## src/rtl/miner_host_if_pkg.sv

```systemverilog
// Shared constants and helpers for the miner host interface: record sizes,
// status-byte layout and the "no nonce" marker.
package miner_pkg;

    localparam int WORK_BYTES    = 44;
    localparam int RECORD_BYTES  = 9;
    localparam int WORK_BITS     = WORK_BYTES * 8;
    localparam int MIDSTATE_BITS = 256;
    localparam int NONCE_BITS    = 32;

    localparam int STATUS_OVF_BIT   = 7;
    localparam int STATUS_LEVEL_LSB = 0;
    localparam int STATUS_LEVEL_W   = 4;

    localparam logic [NONCE_BITS-1:0] GOLDEN_NONE = 32'd0;

    function automatic logic [7:0] status_byte(input logic ovf, input logic [STATUS_LEVEL_W-1:0] level);
        logic [7:0] s;
        s = '0;
        s[STATUS_OVF_BIT] = ovf;
        s[STATUS_LEVEL_LSB +: STATUS_LEVEL_W] = level;
        return s;
    endfunction

endpackage

```

## src/rtl/miner_host_if_nonce_fifo.sv

```systemverilog
// Golden-nonce FIFO: power-of-two depth, simultaneous push/pop allowed even
// when full, 4-bit occupancy output.
module nonce_fifo #(
    parameter int WIDTH = 32,
    parameter int DEPTH = 4
) (
    input  logic             clk,
    input  logic             reset,
    input  logic             push,
    input  logic             pop,
    input  logic [WIDTH-1:0] din,
    output logic [WIDTH-1:0] dout,
    output logic [3:0]       level,
    output logic             full,
    output logic             empty
);
    localparam int AW = $clog2(DEPTH);

    logic [WIDTH-1:0] mem [DEPTH];
    logic [AW-1:0]    wr_ptr;
    logic [AW-1:0]    rd_ptr;
    logic             do_push;
    logic             do_pop;

    assign full    = (level == 4'(DEPTH));
    assign empty   = (level == 4'd0);
    // A pop in the same cycle frees the slot, so a full FIFO still accepts.
    assign do_push = push && (!full || pop);
    assign do_pop  = pop && !empty;
    assign dout    = mem[rd_ptr];

    always_ff @(posedge clk) begin
        if (reset) begin
            wr_ptr <= '0;
            rd_ptr <= '0;
            level  <= '0;
        end else begin
            if (do_push) wr_ptr <= wr_ptr + 1'b1;
            if (do_pop)  rd_ptr <= rd_ptr + 1'b1;
            level <= level + 4'(do_push) - 4'(do_pop);
        end
    end

    // NOTE: storage is deliberately not reset; the pointers alone define which
    // entries are valid, and leaving the array out of reset keeps it a plain RAM.
    always_ff @(posedge clk) begin
        if (do_push) mem[wr_ptr] <= din;
    end

endmodule

```

## src/rtl/miner_host_if.sv

```systemverilog
// Host side of the miner: byte-serial work assembly with commit-triggered
// miner reset, golden-nonce capture, and a byte-serial status/nonce read stream.
module miner_host_if
    import miner_pkg::*;
#(
    parameter int NONCE_FIFO_DEPTH = 4,
    parameter int RESET_CYCLES     = 2
) (
    input  logic         clk,
    input  logic         reset,
    input  logic         wr_strobe,
    input  logic [7:0]   wr_data,
    input  logic         rd_strobe,
    output logic [7:0]   rd_data,
    output logic [255:0] midstate,
    output logic [95:0]  data,
    output logic         miner_reset,
    input  logic [31:0]  golden_nonce,
    input  logic [31:0]  nonce2,
    output logic         overflow,
    output logic [3:0]   fifo_level
);
    logic [WORK_BITS-1:0]  shadow;
    logic [WORK_BITS-1:0]  shadow_next;
    logic [5:0]            wr_idx;
    logic                  commit;
    logic [3:0]            rst_cnt;

    logic [NONCE_BITS-1:0] gn_d;
    logic                  push;
    logic                  pop;
    logic [NONCE_BITS-1:0] fifo_head;
    logic                  fifo_full;
    logic                  fifo_empty;

    logic [3:0]            rd_idx;
    logic                  snap_valid;
    logic [NONCE_BITS-1:0] snap_nonce;
    logic [NONCE_BITS-1:0] snap_n2;
    logic [63:0]           snap_rec;
    logic [2:0]            byte_sel;

    assign commit      = wr_strobe && (wr_idx == 6'(WORK_BYTES - 1));
    assign miner_reset = (rst_cnt != 4'd0);
    assign push        = (golden_nonce != gn_d) && (golden_nonce != GOLDEN_NONE) && !miner_reset;
    assign pop         = rd_strobe && (rd_idx == 4'(RECORD_BYTES - 1)) && snap_valid;

    // NOTE: combinational blocks use blocking '=' and assign every output a
    // default first, so no path leaves a value held (no latch inferred).
    always_comb begin
        shadow_next = shadow;
        if (wr_strobe) shadow_next[{wr_idx, 3'b000} +: 8] = wr_data;
    end

    // NOTE: all state below updates with non-blocking '<=' so every register
    // sees pre-edge values regardless of statement order.
    always_ff @(posedge clk) begin
        if (reset) begin
            shadow   <= '0;
            wr_idx   <= '0;
            midstate <= '0;
            data     <= '0;
            rst_cnt  <= 4'(RESET_CYCLES);
            overflow <= 1'b0;
            gn_d     <= '0;
        end else begin
            shadow <= shadow_next;
            gn_d   <= golden_nonce;
            if (wr_strobe) wr_idx <= commit ? 6'd0 : wr_idx + 6'd1;
            if (commit) begin
                {data, midstate} <= shadow_next;
                rst_cnt          <= 4'(RESET_CYCLES);
            end else if (rst_cnt != 4'd0) begin
                rst_cnt <= rst_cnt - 4'd1;
            end
            // A drop in the commit cycle wins over the commit's clear.
            if (push && fifo_full && !pop) overflow <= 1'b1;
            else if (commit)               overflow <= 1'b0;
        end
    end

    nonce_fifo #(
        .WIDTH (NONCE_BITS),
        .DEPTH (NONCE_FIFO_DEPTH)
    ) u_fifo (
        .clk   (clk),
        .reset (reset),
        .push  (push),
        .pop   (pop),
        .din   (golden_nonce),
        .dout  (fifo_head),
        .level (fifo_level),
        .full  (fifo_full),
        .empty (fifo_empty)
    );

    always_ff @(posedge clk) begin
        if (reset) begin
            rd_idx     <= '0;
            snap_valid <= 1'b0;
            snap_nonce <= '0;
            snap_n2    <= '0;
        end else if (rd_strobe) begin
            if (rd_idx == 4'd0) begin
                snap_valid <= !fifo_empty;
                snap_nonce <= fifo_empty ? GOLDEN_NONE : fifo_head;
                snap_n2    <= nonce2;
            end
            rd_idx <= (rd_idx == 4'(RECORD_BYTES - 1)) ? 4'd0 : rd_idx + 4'd1;
        end
    end

    assign snap_rec = {snap_n2, snap_nonce};
    assign byte_sel = 3'(rd_idx - 4'd1);

    always_comb begin
        rd_data = status_byte(overflow, fifo_level);
        if (rd_idx != 4'd0) rd_data = snap_rec[{byte_sel, 3'b000} +: 8];
    end

endmodule

```

## config.mk

```make
export PLATFORM = sky130hd
export DESIGN_NAME = miner_host_if
export DESIGN_NICKNAME = d
export VERILOG_FILES = /design/src/rtl/miner_host_if_pkg.sv /design/src/rtl/miner_host_if_nonce_fifo.sv /design/src/rtl/miner_host_if.sv
export SDC_FILE = /design/constraint.sdc
export NUM_CORES = 2
export LEC_CHECK = 0
export CORE_ASPECT_RATIO = 1.75
export CORE_MARGIN = 4
export CORE_UTILIZATION = 42
export DETAILED_ROUTE_END_ITERATION = 10
export PLACE_DENSITY = 0.74
export SLEW_MARGIN = 20
export SYNTH_ARGS = -nofsm -noshare
export SYNTH_HDL_FRONTEND = slang
export SYNTH_SLANG_ARGS = --single-unit
```

## constraint.sdc

```tcl
create_clock -name clk -period 4.53 [get_ports clk]
set_input_delay 1.1325 -clock clk [delete_from_list [all_inputs] [get_ports clk]]
set_output_delay 1.1325 -clock clk [all_outputs]
set_load 0.05 [all_outputs]
```

==> reports/summary.md <==
### Synthesis
* #FFs+latches synth: 954
* main flop type after synthesis: dfxtp_1
* post-synthesis async set-or-reset flop share: 0%
* Synthesized Nets: 3540
* Post-Synthesis Cell Area: 35280 um2
* Seq/Total Area, Yosys: 57.77%
* unique cell type count in the Yosys netlist: 57
* YS warnings: 0
* synthesized area divided by synthesized cell count: 10.24 um2
* number of synthesized flops with an enable pin: 128
* synthesized instance count: 3446

### Layout
* ratio of cells with drive above 1 in the final layout: 7.664%
* area taken by flip-flops and latches: 20380 um2
* # fillers: 7323
* Final nets: 3849
* number of non-filler instances in the completed layout: 4889
* synthesis-to-layout area growth: 23.13%
* multi-input logic area: 13780 um2

### Setup path
* critical-path cell list: inv_1, ha_1, mux4_2, mux2i_1, o21ai_1, buf_4
* number of cells on the worst reg-to-reg path: 8
* CP peak stage delay: 0.68 ns
* worst setup path startpoint: rd_idx[1]
* worst reg2reg startpoint: wr_idx[0]
* kind of start point of the critical path: flop
* Setup crit end: rd_data[7]
* Worst Setup End Kind: primary output
* CP max FO: 11
* kind of critical path: flop to primary output
* data arrival time at the worst-slack endpoint: 3.11 ns
* worst reg-to-reg setup slack: 0.85 ns
* endpoint of the most critical register-to-register path: shadow[124]
* critical-path cell with the highest stage delay: ha_1
* required time at the endpoint of the critical path: 3.40 ns

### Power and ir drop
* switching power share of the total: 24.63%
* P_int: 13.33 mW
* power dissipated by switching net loads: 4.356 mW
* peak ir drop on the vdd network: 0.4113 mV
* Total Power Consumption: 17.69 mW
* total power density per cell area: 407.2 nW/um2
* leak pwr: 16.08 nW
* logic gate share of total power: 8.2%
* Clock Power Share: 41.3%
* power share of the sequential group: 50.6%

### Global route
* vias in the first global route: 24.89k
* number of antenna violations at the first check in global routing: 5
* overall fraction of global-route tracks in use: 21.98%
* pin count of the biggest net entering global routing: 216
* Congestion Overflow GR: 0
* global-route wire length before repair: 150.6 mm

### Clock network
* TritonCTS Sinks: 954
* total of cells resized after clock tree synthesis: 0
* post-CTS repair timing setup buffer count: 0
* clock transition at the registers of the reported paths: 0.07 ns
* Post-CTS Hold Fix Bufs: 0
* TritonCTS clock tree: yes
* CTS Buf Count: 84
* number of levels in the clock H-tree: 3
* latest clock arrival within the worst-skew pair: 0.70 ns
* Longest Clk Path Bufs: 3
* clock root buffer: clkbuf_16

### Floorplan
* die height: 391.4 um
* Top-Level Pins: 442
* number of cell rows: 140
* horizontal extent of the die: 227.1 um
* total die area: 88880 um2
* core region area: 83200 um2
* initial standard-cell utilization of the core: 42.40%

### Placement
* worst slack at placement: 0.6885 ns
* half-perimeter wire length after detailed placement: 69.18 mm
* global placer's final weighted congestion: 0.8939
* number of I/O port buffers: 441
* number of placed cells counting well taps: 4734

### STA
* Tmin final: 4.241 ns
* count of final hold-check violations: 0
* relative max-transition margin: 25.06%
* Period Utilization, post-route: 93.62%
* pin slew with the least headroom to its limit: 1.124 ns
* largest clock skew in the final design: 0.04041 ns
* unrepaired setup endpoints after global routing: false
* setup slack after layout: 0.2889 ns
* setup violation total in the final timing report: 0
* Final Max Tran Viols: 0
* Highest Clock Rate: 235.8 MHz

### Run status
* status: finished clean

### Routing
* Via density: 5.328
* vias after detailed routing: 26.05k
* detailed router's first-iteration violation count: 2013
* Detail Route Antenna Nets: 0
* residual DRC count: 0
* drt wl/cell: 20.69 um
* number of iterations in the first detailed-routing pass: 5
* wire length reported by the detailed router: 101.2 mm

### Run
* reported max-cap violation count: 0

### Worst hold path
* HP Class: flop to flop
* Min-Delay Path Depth: 2

[final cells by class]
class                      instances  area share (%)
multi-input combinational       2191           31.73
antenna                            1        0.005761
inverter                          18          0.1555
sequential                       954           46.92
clock inverter                    40           1.097
clock buffer                     114           5.375
tap                             1065           3.068
timing repair buffer             506           11.65
[registers in the layout, summed over array words and instances (netlist names), named ones only]
name           count
midstate         256
snap_nonce        32
snap_n2           32
snap_valid         1
u_fifo.wr_ptr      2
u_fifo.mem       128
gn_d              32
data              96
u_fifo.level       4
rst_cnt            4
wr_idx             6
shadow           352
overflow           1
rd_idx             4
u_fifo.rd_ptr      2
[kinds of logic (layout without fill, tap and decap cells)]
kind of cell	after synthesis	count (layout)	synth area share, %
other	0	1	0
AOI/OAI and AO/OA	529	529	9.105
muxes	382	382	12.55
xor gates and xnor gates	51	51	1.266
and+or+nand+nor	1211	1211	15.36
adders and majority gates	18	18	0.6597
DFF	954	954	57.77
buffers and inverters	301	678	3.291
[worst min path at each step]
| stage | startpoint | endpoint |
|---|---|---|
| after global routing | shadow[176] | midstate[176] |
| after CTS | shadow[150] | midstate[150] |
| after floorplan | shadow[64] | midstate[64] |
| after global placement | shadow[71] | midstate[71] |
| after detailed placement | shadow[86] | midstate[86] |
| final | shadow[176] | midstate[176] |
[Yosys cell counts, drive strengths merged, types with 48 or more instances]
library cell	n	area share, %
mux4	48	3.1
nor2	380	4.1
clkbuf	251	2.7
nand2	458	4.9
dfxtp	826	47
mux2i	332	9.4
a211oi	123	2.7
edfxtp	128	11
nand3	104	1.5
a21oi	289	4.1
nand2b	152	2.7
[power groups by stage]
stage	clock network, mW	registers, mW	logic [mW]
finish	7.30	8.94	1.44
detailed placement	0	9.13	1.45
global route	7.78	8.96	1.55
floorplan	0	9.12	0.863
global placement	0	9.12	1.43
CTS	7.45	8.94	1.46
[placed cells by master (no fill, tap or decap), types with 4 or more instances in the layout]
cell type	Yosys	final
dfxtp_1	826	824
nor2b_1	37	37
mux4_2	48	48
clkdlybuf4s50_1	0	424
clkbuf_1	251	18
nand4_2	4	4
clkbuf_8	0	12
xnor2_1	44	44
ha_1	17	17
nand2_1	458	457
clkinvlp_4	0	5
nor3_1	9	8
nand4_1	24	24
nor2_1	379	379
o21ai_0	42	37
o21ai_1	2	5
and2_1	10	11
edfxtp_1	128	128
nand3_1	102	102
a211oi_1	122	122
xor2_1	7	7
a311oi_1	15	15
inv_6	0	4
nand2b_1	152	152
inv_1	18	18
a22oi_1	33	33
buf_12	0	17
or4_1	4	4
clkbuf_16	0	84
bufinv_16	0	5
buf_2	10	8
a21oi_1	289	288
mux2i_1	332	332
nor4_1	14	13
buf_4	1	56
clkinv_2	0	11
clkinv_4	0	4
[through the flow]
step / instance area [um2] / setup TNS, ns / util [%] / hold slack [ns]
5_1_grt: 43430 / 0 / 52.20 / 0.4666
6_report: 43440 / 0 / 52.20 / 0.4475
2_1_floorplan: 35290 / -0.04124 / - / 0.4285
3_3_place_gp: 40620 / 0 / 48.82 / 0.4338
3_5_place_dp: 40620 / 0 / 48.82 / 0.4394
4_1_cts: 43430 / 0 / 52.20 / 0.4467
[per-layer routing]
metal  global-route usage, %  routed length, um  up-vias
li1                        -                  -    12440
met1                   26.40              40160    12680
met2                   39.47              51990      776
met3                   3.998               5976      155
met4                   7.244               2973        8
met5                       0                 57        -
[worst max-delay path, delay by kind of cell, from the launching register on]
family,cells,cell delay (ns)
AOI/OAI and AO/OA,1,0.18
adders and majority gates,1,0.68
buffers and inverters,2,0.36
DFF,1,0.37
muxes,2,0.80
(Power assumes the default switching activity.)
